`config.mk`:
```
export PLATFORM = sky130hd
export DESIGN_NAME = prog_counter
export DESIGN_NICKNAME = d
export VERILOG_FILES = /design/src/rtl/prog_counter_pkg.sv /design/src/rtl/pc_ras.sv /design/src/rtl/prog_counter.sv
export SDC_FILE = /design/constraint.sdc
export NUM_CORES = 1
export LEC_CHECK = 0
export CORE_AREA = 2 2 50 52
export CTS_CLUSTER_DIAMETER = 150
export DETAILED_ROUTE_END_ITERATION = 8
export DIE_AREA = 0 0 52 54
export DONT_BUFFER_PORTS = 1
export GPL_TIMING_DRIVEN = 0
export SLEW_MARGIN = 20
export SYNTH_ARGS = -nofsm -noshare
export SYNTH_HDL_FRONTEND = slang
export SYNTH_HIERARCHICAL = 1
export SYNTH_SLANG_ARGS = --single-unit
```
`constraint.sdc`:
```
create_clock -name clk -period 2.6 [get_ports clk]
set_input_delay 0.26 -clock clk [delete_from_list [all_inputs] [get_ports clk]]
set_output_delay 0.26 -clock clk [all_outputs]
set_load 0.03 [all_outputs]
```
`src/rtl/prog_counter_pkg.sv`:
```
// Shared types for the program counter: FSM states and next-pc operation codes.
package prog_counter_pkg;

    typedef enum logic {
        PC_RUN  = 1'b0,
        PC_HALT = 1'b1
    } pc_state_t;

    typedef enum logic [2:0] {
        OP_HOLD   = 3'd0,
        OP_INC    = 3'd1,
        OP_JUMP   = 3'd2,
        OP_CALL   = 3'd3,
        OP_RET    = 3'd4,
        OP_BRANCH = 3'd5
    } pc_op_t;

endpackage

```
`src/rtl/pc_ras.sv`:
```
// Return-address stack for prog_counter, kept as a shift register with the top at entry 0.
module pc_ras #(
    parameter int unsigned W     = 8,
    parameter int unsigned DEPTH = 4
) (
    input  logic         clk,
    input  logic         rst,
    input  logic         push,
    input  logic         pop,
    input  logic [W-1:0] din,
    output logic [W-1:0] dout,
    output logic         empty,
    output logic         full
);

    localparam int unsigned CW = $clog2(DEPTH + 1);

    logic [W-1:0]  mem_q [DEPTH];
    logic [CW-1:0] count_q, count_d;
    logic          empty_q, full_q;
    logic          do_push, do_pop;

    assign do_push = push && !full_q;
    assign do_pop  = pop && !empty_q && !push;

    always_comb begin
        count_d = count_q;
        if (do_push) begin
            count_d = count_q + CW'(1);
        end else if (do_pop) begin
            count_d = count_q - CW'(1);
        end
    end

    always_ff @(posedge clk or posedge rst) begin
        if (rst) begin
            for (int i = 0; i < int'(DEPTH); i++) begin
                mem_q[i] <= '0;
            end
            count_q <= '0;
            empty_q <= 1'b1;
            full_q  <= 1'b0;
        end else begin
            if (do_push) begin
                mem_q[0] <= din;
                for (int i = 1; i < int'(DEPTH); i++) begin
                    mem_q[i] <= mem_q[i-1];
                end
            end else if (do_pop) begin
                for (int i = 0; i < int'(DEPTH) - 1; i++) begin
                    mem_q[i] <= mem_q[i+1];
                end
                mem_q[DEPTH-1] <= '0;
            end
            count_q <= count_d;
            empty_q <= (count_d == '0);
            full_q  <= (count_d == CW'(DEPTH));
        end
    end

    assign dout  = mem_q[0];
    assign empty = empty_q;
    assign full  = full_q;

endmodule

```
`src/rtl/prog_counter.sv`:
```
// Program counter with step/free-run advance, jump/call/ret/branch and RUN/HALT control.
// Define PROG_COUNTER_RAS_EN to build the return-address stack; otherwise call acts as jump.
module prog_counter
    import prog_counter_pkg::*;
#(
    parameter int unsigned PC_W      = 8,
    parameter int unsigned LAST_ADDR = 2**PC_W - 1,
    parameter int unsigned RAS_DEPTH = 4
) (
    input  logic            clk,
    input  logic            rst,
    input  logic            mode,
    input  logic            step,
    input  logic            jump,
    input  logic            call,
    input  logic            ret,
    input  logic            branch,
    input  logic [PC_W-1:0] target,
    input  logic [PC_W-1:0] offset,
    input  logic            halt_req,
    input  logic            resume,
    output logic [PC_W-1:0] pc,
    output logic            halted,
    output logic            wrap,
    output logic            err,
    output logic            ras_empty,
    output logic            ras_full
);

    localparam logic [PC_W-1:0] LAST = PC_W'(LAST_ADDR);

`ifdef PROG_COUNTER_RAS_EN
    localparam pc_op_t CALL_OP = OP_CALL;
    localparam pc_op_t RET_OP  = OP_RET;
`else
    localparam pc_op_t CALL_OP = OP_JUMP;
    localparam pc_op_t RET_OP  = OP_INC;
`endif

    pc_state_t       state_q, state_d;
    logic [PC_W-1:0] pc_q, pc_d;
    logic            wrap_q, wrap_d;
    logic            err_q, err_d;

    logic            advance;
    pc_op_t          op;
    logic            at_last;
    logic [PC_W-1:0] pc_inc;
    logic [PC_W-1:0] br_sum;
    logic            target_ok;
    logic            sum_ok;

    logic            ras_push, ras_pop;
    logic [PC_W-1:0] stk_dout;
    logic            stk_empty, stk_full;

    assign at_last = (pc_q == LAST);
    assign pc_inc  = at_last ? '0 : pc_q + PC_W'(1);
    assign br_sum  = pc_q + offset;

    // With a full-range address map every PC_W-bit value is legal.
    if (LAST_ADDR >= 2**PC_W - 1) begin : g_full_range
        assign target_ok = 1'b1;
        assign sum_ok    = 1'b1;
    end else begin : g_part_range
        assign target_ok = (target <= LAST);
        assign sum_ok    = (br_sum <= LAST);
    end

    assign advance = (state_q == PC_RUN) && !halt_req && (mode || step);

    always_comb begin
        op = OP_HOLD;
        if (advance) begin
            if (jump) begin
                op = OP_JUMP;
            end else if (call) begin
                op = CALL_OP;
            end else if (ret) begin
                op = RET_OP;
            end else if (branch) begin
                op = OP_BRANCH;
            end else begin
                op = OP_INC;
            end
        end
    end

    always_comb begin
        pc_d     = pc_q;
        wrap_d   = 1'b0;
        err_d    = 1'b0;
        ras_push = 1'b0;
        ras_pop  = 1'b0;
        case (op)
            OP_INC: begin
                pc_d   = pc_inc;
                wrap_d = at_last;
            end
            OP_JUMP: begin
                if (target_ok) begin
                    pc_d = target;
                end else begin
                    err_d = 1'b1;
                end
            end
            OP_CALL: begin
                if (!target_ok) begin
                    err_d = 1'b1;
                end else begin
                    pc_d = target;
                    // A full stack still takes the call but loses the return address.
                    if (stk_full) begin
                        err_d = 1'b1;
                    end else begin
                        ras_push = 1'b1;
                    end
                end
            end
            OP_RET: begin
                if (stk_empty) begin
                    pc_d   = pc_inc;
                    wrap_d = at_last;
                    err_d  = 1'b1;
                end else begin
                    pc_d    = stk_dout;
                    ras_pop = 1'b1;
                end
            end
            OP_BRANCH: begin
                if (sum_ok) begin
                    pc_d = br_sum;
                end else begin
                    err_d = 1'b1;
                end
            end
            default: begin
            end
        endcase
    end

    always_comb begin
        state_d = state_q;
        unique case (state_q)
            PC_RUN: begin
                if (halt_req) begin
                    state_d = PC_HALT;
                end
            end
            PC_HALT: begin
                if (resume && !halt_req) begin
                    state_d = PC_RUN;
                end
            end
            default: state_d = PC_RUN;
        endcase
    end

    always_ff @(posedge clk or posedge rst) begin
        if (rst) begin
            state_q <= PC_RUN;
            pc_q    <= '0;
            wrap_q  <= 1'b0;
            err_q   <= 1'b0;
        end else begin
            state_q <= state_d;
            pc_q    <= pc_d;
            wrap_q  <= wrap_d;
            err_q   <= err_d;
        end
    end

`ifdef PROG_COUNTER_RAS_EN
    pc_ras #(
        .W     (PC_W),
        .DEPTH (RAS_DEPTH)
    ) u_ras (
        .clk   (clk),
        .rst   (rst),
        .push  (ras_push),
        .pop   (ras_pop),
        .din   (pc_inc),
        .dout  (stk_dout),
        .empty (stk_empty),
        .full  (stk_full)
    );

    assign ras_empty = stk_empty;
    assign ras_full  = stk_full;
`else
    logic unused_ras;

    assign stk_dout   = '0;
    assign stk_empty  = 1'b1;
    assign stk_full   = 1'b0;
    assign ras_empty  = 1'b1;
    assign ras_full   = 1'b0;
    assign unused_ras = ^{ras_push, ras_pop};
`endif

    assign pc     = pc_q;
    assign halted = (state_q == PC_HALT);
    assign wrap   = wrap_q;
    assign err    = err_q;

endmodule

```
# Yosys cells after proc, flatten, opt, wreduce, memory -nomap -nowiden
# Index checks and enable logic that the tools add are counted.
# op_classes
n_shift,0
add_sub_neg,2
n_eq_ne,6
mux,12
n_reduce_logical,8
div_mod_pow,0
multipliers,0
order_cmp,0
bitwise,1
# ops
op,count
case mux 8 bit (3 select lines),1
two-way mux 3 bit,5
"adder 8 x 1 -> 8 bit, second input constant",1
adder 8 bit,1
"equality test 8 bit, second input constant",1
two-way mux 8 bit,1
"equality test 3 x 2 -> 1 bit, second input constant",2
"equality test 3 bit, second input constant",2
two-way mux 1 bit,4
OR reduction 2 bit,2
"equality test 3 x 1 -> 1 bit, second input constant",1
logical AND 1 bit,3
nonzero test 3 bit,1
case mux 1 bit (2 select lines),1
zero test 1 bit,1
logical OR 1 bit,1
inverter 1 bit,1
# totals
latch_bits,0
reg_bits,11
output_inout_bits,13
mem_bits_rw,0
mem_count,0
rom_bits,0
in_bits,26

# Logic depth before layout (Yosys ltp)
# Gate-level depths: netlist of run 1.
# depth
word_depth,8
depth_mapped,7

# Worst setup path after synthesis of run 1
# OpenSTA, ideal clock, no wires.
# synth_timing
path_kind,flip-flop to flip-flop
startpoint,register pc_q[0] (netlist: pc[0])
endpoint,register pc_q[6] (netlist: pc[6])
slack_ps,432
required_ps,2496
setup_ps,104
t_arrival_ps,2064
period_less_slack_ps,2168
stages_incl_launch_ff,8
path_cell_list,dfrtp_1 > ha_1 > fa_1 > a211oi_1 > o21bai_1 > a21oi_1 > xor2_1 > a221oi_1
# synth_via
elab_chain_cells,3
# synth_rtl
item,line_no,rtl
start: declaration,prog_counter.sv:41,"logic [PC_W-1:0] pc_q, pc_d;"
start signal: assignment,prog_counter.sv:167,pc_q <= pc_d;
adder 8 x 1 -> 8 bit or equality test 8 bit (tied branches),"prog_counter.sv:58, prog_counter.sv:57",
two-way mux 8 bit,prog_counter.sv:58,assign pc_inc = at_last ? '0 : pc_q + PC_W'(1);
case mux 8 bit (3 select lines) (*),prog_counter.sv:95,case (op)
# Every way passes the cells marked *; elsewhere a longest branch is shown, timed or not.
# A chain may end at the register's enable or synchronous reset.

# Final worst setup path of run 1
# Ends and elaborated chain as after synthesis.

==> flow_summary.yaml, run 1 <==
synthesis:
  synth_commonest_cells: "nor2_1 (13), dfrtp_1 (11), o21ai_0 (11)"
  avgSynthCellArea_um2: 8.37
  netlist.top_cell.by_area: "dfrtp_1"
  yosys_most_used_dff: "dfrtp_1"
  synth_area_leaders: "dfrtp_1 (28%), ha_1 (10%), o21ai_0 (5.6%)"
  synth_edf_count: 0
  async_flop_share: 1.00
  yosysUniqueCellTypes: 43
  netlist_area_um2: 987
  syn_inst: 118
  yosysMostFrequentCell: "nor2_1"
  synth_top_area_share: 0.279
  ys_seq_area_frac: 0.279
  ys_ff_latch: 11
  yosys_warnings: 6
clock_network:
  cts_sinks: 11
  cts.hold.buffers_added: 1
  clockBufferDepth: 2
  cts_tree: "done"
  clk_latency_ns: 0.27
  cts_root_buffer: "clkbuf_4"
  cts_setup_buffers: 0
  cts_buffers: 3
  clk_pin_slew_worst_paths_ns: 0.08
  cts_resized: 0
  h-tree-depth: 1
outcome:
  status: "completed"
worst_setup_path:
  crit_type: "reg -> reg"
  r2r_start: "pc[0]"
  cp-start-kind: "register"
  cp-startpoint: "pc[0]"
  critPathArrivalTime_ns: 2.56
  required_ns: 2.77
  end_kind: "register"
  crit_fanout: 7
drt:
  wl_per_cell_um: 15.9
  routed_wl_mm: 2.45
  drt_first_iter_violations: 34
  vias: 911
  drcViolationCount: 0
  via_per_inst: 5.92
  antenna_left: 0
  firstDrtPassIters: 4
run:
  maxCapViolCount: 0
die:
  core_um2: 2320
  die_area_um2: 2810
  die_w_um: 52
  num_rows: 18
  die_h_um: 54
  initial_utilization: 0.426
  num_io_pins: 39
grt:
  grt_busiest_layer: "met2"
  grt_antenna_before_repair: 0
  first_global_vias: 848
  grt_max_degree: 12
  gr-total-overflow: 0
  grt_use_met1: 0.229
  grt_use_met2: 0.304
  grt_use_met3: 0.0750
  grt_pass1_wl_mm: 3.84
  track_usage: 0.189
min_path:
  min_path_type: "in -> reg"
  min_from: "halt_req"
finish:
  antenna_cells: 0
  multi_input_area_um2: 673
  syn_to_final_growth_pct: 7.86
  drive_gt1_frac: 0.0968
  final_util: 0.459
  fill_cells: 239
  fin_nets: 160
  ff_latch_area_um2: 275
sta:
  rsz0062_at_grt: "false"
  final_max_slew_viol_count: 0
  fmax_ghz: 0.417
  period_share: 0.922
  skew_ns: 0.00187
  worst_pin_slew_ns: 0.564
  fin_hold_ws_ns: 0.0871
  period_needed_ns: 2.40
  tns_ns: 0
  finalSetupViolCount: 0
  hold_viol: 0
  setup_ws_ns: 0.204
  relSlewSlack: 0.621
power_and_ir_drop:
  p_sw_frac: 0.464
  seqPwrFrac: 0.453
  leakagePower_nw: 0.414
  p_sw_uw: 337
  p_comb_frac: 0.378
  p_per_area_nw_per_um2: 682
  vdd_drop_max_uv: 315
  p_int_uw: 390
  clkPwrFrac: 0.169
placement:
  gp_congestion: 0.798
  place_hpwl_mm: 1.89
  portBuffers: 0
  pre_cts_ws_ns: 0.236
[registers in the layout (all words and copies together) (netlist names)]
signal,flops
err,1
halted,1
pc,8
wrap,1
[path summary, 6_finish.rpt]
path / cells past startpoint / slack, ns / end
max: 7 / 0.20 / pc[6]
min: 1 / 0.09 / halted
max reg2reg: 7 / 0.20 / pc[6]
min reg2reg: 1 / 0.73 / halted
max in group asynchronous: 2 / 1.87 / pc[6]
min in group asynchronous: 2 / 0.43 / halted
[cells by family (layout without fill, tap and decap cells)]
kind of cell | Yosys count | in the layout | synth area share
AND/OR/NAND/NOR | 40 | 40 | 0.194
buffers and inverters | 9 | 14 | 0.0431
other | 2 | 3 | 0.00761
AO/OA/AOI/OAI | 40 | 40 | 0.293
adder cells (fa/ha/maj) | 9 | 9 | 0.122
XOR/XNOR | 7 | 7 | 0.0621
flip-flops | 11 | 11 | 0.279
[cell type report]
| type | instances | area share |
|---|---|---|
| Buffer | 6 | 0.0294 |
| Clock buffer | 4 | 0.0247 |
| Inverter | 3 | 0.0106 |
| Multi-Input combinational cell | 99 | 0.632 |
| Sequential cell | 11 | 0.259 |
| Tap cell | 30 | 0.0353 |
| Timing Repair Buffer | 1 | 0.00940 |
[power groups by stage]
| stage | clock network [mW] | registers, mW | logic [mW] |
|---|---|---|---|
| after global routing | 0.136 | 0.337 | 0.313 |
| after floorplan | 0 | 0.313 | 0.235 |
| after detailed placement | 0 | 0.333 | 0.275 |
| after CTS | 0.126 | 0.329 | 0.279 |
| final | 0.122 | 0.329 | 0.275 |
| after global placement | 0 | 0.331 | 0.272 |
[placed cells by master, fill, tap and decap left out, types with 3 or more instances in the layout]
master	n
nor2_1	13
o21ai_0	11
dfrtp_1	11
nand2_1	8
ha_1	8
nor3_1	6
a21oi_1	5
xnor2_1	5
clkbuf_1	4
inv_1	3
nand4_1	3
a21o_1	3
conb_1	3
clkbuf_4	3
[worst max-delay path, stage by stage, from the launching register on]
cell and delay, ns:
dfrtp_1 0.56, ha_1 0.31, fa_1 0.41, a211oi_1 0.33, o21bai_1 0.14, a21oi_1 0.19
xor2_1 0.09, a221oi_1 0.27
[per-layer routing]
layer	wire [µm]	up-vias
li1	-	444
met2	1200	36
met4	10	0
met1	999	429
met5	0	-
met3	237	2
[per-stage QoR]
| stage | cell area (µm²) | total power, mW | cells |
|---|---|---|---|
| after floorplan | 991 | 0.548 | 119 |
| after global placement | 1030 | 0.603 | 149 |
| after detailed placement | 1030 | 0.608 | 149 |
| after CTS | 1060 | 0.734 | 154 |
| after global routing | 1060 | 0.785 | 154 |
| final | 1060 | 0.727 | 154 |
Power figures use the tool's default switching activity.
==> run 2: changes to the inputs <==
--- a/config.mk
+++ b/config.mk
@@ -5,12 +5,13 @@
 export SDC_FILE = /design/constraint.sdc
 export NUM_CORES = 1
 export LEC_CHECK = 0
-export CORE_AREA = 2 2 50 52
+export CORE_AREA = 3 3 51 53
 export CTS_CLUSTER_DIAMETER = 150
 export DETAILED_ROUTE_END_ITERATION = 8
-export DIE_AREA = 0 0 52 54
+export DIE_AREA = 0 0 54 56
 export DONT_BUFFER_PORTS = 1
 export GPL_TIMING_DRIVEN = 0
+export MAX_ROUTING_LAYER = met4
 export SLEW_MARGIN = 20
 export SYNTH_ARGS = -nofsm -noshare
 export SYNTH_HDL_FRONTEND = slang
==> run 2 against run 1 <==
Effect of this change: sequential power about the same; core utilization rose by 2.6 points; clock-buffer cell count is the same; non-clock buffer count unchanged; global-route usage up 0.24 points; critical endpoint unchanged.
==> flow_summary.yaml, run 2 (synthesis gave the netlist of run 1 again) <==
drt:
  firstDrtPassIters: 4
  antenna_left: 0
  vias: 926
  wl_per_cell_um: 16.7
  routed_wl_mm: 2.54
  drt_first_iter_violations: 35
  routed.top_layer: "met4"
  drt-met1-wl_mm: 1.08
  dr_wl_met2_mm: 1.20
  drcViolationCount: 0
  dr_wl_met3_um: 218
  via_per_inst: 6.09
sta:
  period_needed_ns: 2.32
  hold_viol: 0
  skew_ns: 0.00245
  worst_pin_slew_ns: 0.529
  relSlewSlack: 0.647
  fmax_ghz: 0.430
  tns_ns: 0
  rsz0062_at_grt: "false"
  fin_hold_ws_ns: 0.0703
  final_max_slew_viol_count: 0
  period_share: 0.894
  finalSetupViolCount: 0
power_and_ir_drop:
  vdd_drop_max_uv: 308
  p_per_area_nw_per_um2: 688
  leakagePower_nw: 0.413
clock_network:
  cts_tree: "done"
  cts_sinks: 11
  clockBufferDepth: 2
  cts_buffers: 3
  cts_setup_buffers: 0
  h-tree-depth: 1
  cts_root_buffer: "clkbuf_4"
  clk_pin_slew_worst_paths_ns: 0.08
  clk_latency_ns: 0.27
grt:
  grt_pass1_wl_mm: 4.25
  grt_max_degree: 12
  grt_antenna_before_repair: 0
  track_usage: 0.192
  first_global_vias: 928
  gr-total-overflow: 0
worst_setup_path:
  r2r_start: "pc[0]"
  required_ns: 2.77
  worstPathCellList: "ha_1, fa_1, a211oi_1, o21bai_1, a21oi_1, xor2_1, a221oi_1"
  slowest_delay_ns: 0.52
  end_kind: "register"
  cp-startpoint: "pc[0]"
  rrSetupSlack_ns: 0.28
  critPathArrivalTime_ns: 2.50
  crit_type: "reg -> reg"
  crit_slowest_cell: "dfrtp_2"
  crit_fanout: 7
  cp-start-kind: "register"
finish:
  drive_gt1_frac: 0.105
  final_cell_mix: "nor2_1 (13), o21ai_0 (11), dfrtp_1 (10)"
  ff_latch_area_um2: 277
  fin_nets: 160
  antenna_cells: 0
  multi_input_area_um2: 673
  largest_reg_flops: 8
  final_common_cell: "nor2_1"
  syn_to_final_growth_pct: 7.73
  fill_cells: 226
  final_area_um2: 1060
die:
  core_um2: 2190
  num_rows: 17
  die_h_um: 56
  initial_utilization: 0.451
  num_io_pins: 39
  die_w_um: 54
  die_area_um2: 3020
min_path:
  min_from: "halt_req"
  min_path_type: "in -> reg"
run:
  maxCapViolCount: 0
placement:
  place_hpwl_mm: 1.94
  portBuffers: 0
  dpl-instance-area_um2: 1030
  gp_congestion: 0.812
outcome:
  status: "completed"
[run 2: cell types whose count changed in the layout (fill, tap and decap cells not counted)]
| cell | previous run | this run |
|---|---|---|
| dfrtp_1 | 11 | 10 |
| dfrtp_2 | 0 | 1 |
[run 2: power breakdown]
part           internal, mW  switching [mW]
registers             0.201           0.128
logic                 0.131           0.148
clock network        0.0595          0.0654
[run 2: per-stage QoR]
stage | std cells | util | total power [mW] | setup slack [ns]
floorplan | 119 | - | 0.548 | 0.432
global placement | 147 | 0.468 | 0.603 | 0.202
detailed placement | 147 | 0.468 | 0.610 | 0.212
CTS | 152 | 0.485 | 0.737 | 0.163
global route | 152 | 0.485 | 0.798 | 0.110
finish | 152 | 0.485 | 0.732 | 0.276
[run 2: critical path: cells and delay by family (launching register included)]
kind            cells  cell delay, ns
compound gates      4            0.95
xor+xnor            1            0.08
fa+ha+maj           2            0.67
flops               1            0.52
[run 2: repair_timing]
action,CTS,global route
hold buffers,1,0
endpoints found under the setup margin,0,1
resized for setup,0,1
hold endpoints to repair,11,0
[run 2: final timing paths]
check | cells past startpoint | to
max in group asynchronous | 2 | pc[0]
min | 1 | halted
max | 7 | pc[6]
min reg2reg | 2 | pc[0]
min in group asynchronous | 2 | err
max reg2reg | 7 | pc[6]
[run 2: metal layers]
metal,track usage,up-vias
met5,-,-
met2,0.265,41
met1,0.244,426
met3,0.0751,6
li1,-,453
met4,0.0819,0
[run 2: final cells by class]
type	instances	area share
inverter	3	0.0106
sequential	11	0.260
tap	28	0.0329
timing repair buffer	1	0.00941
clock buffer	4	0.0247
buffer	6	0.0294
multi-input combinational	99	0.633
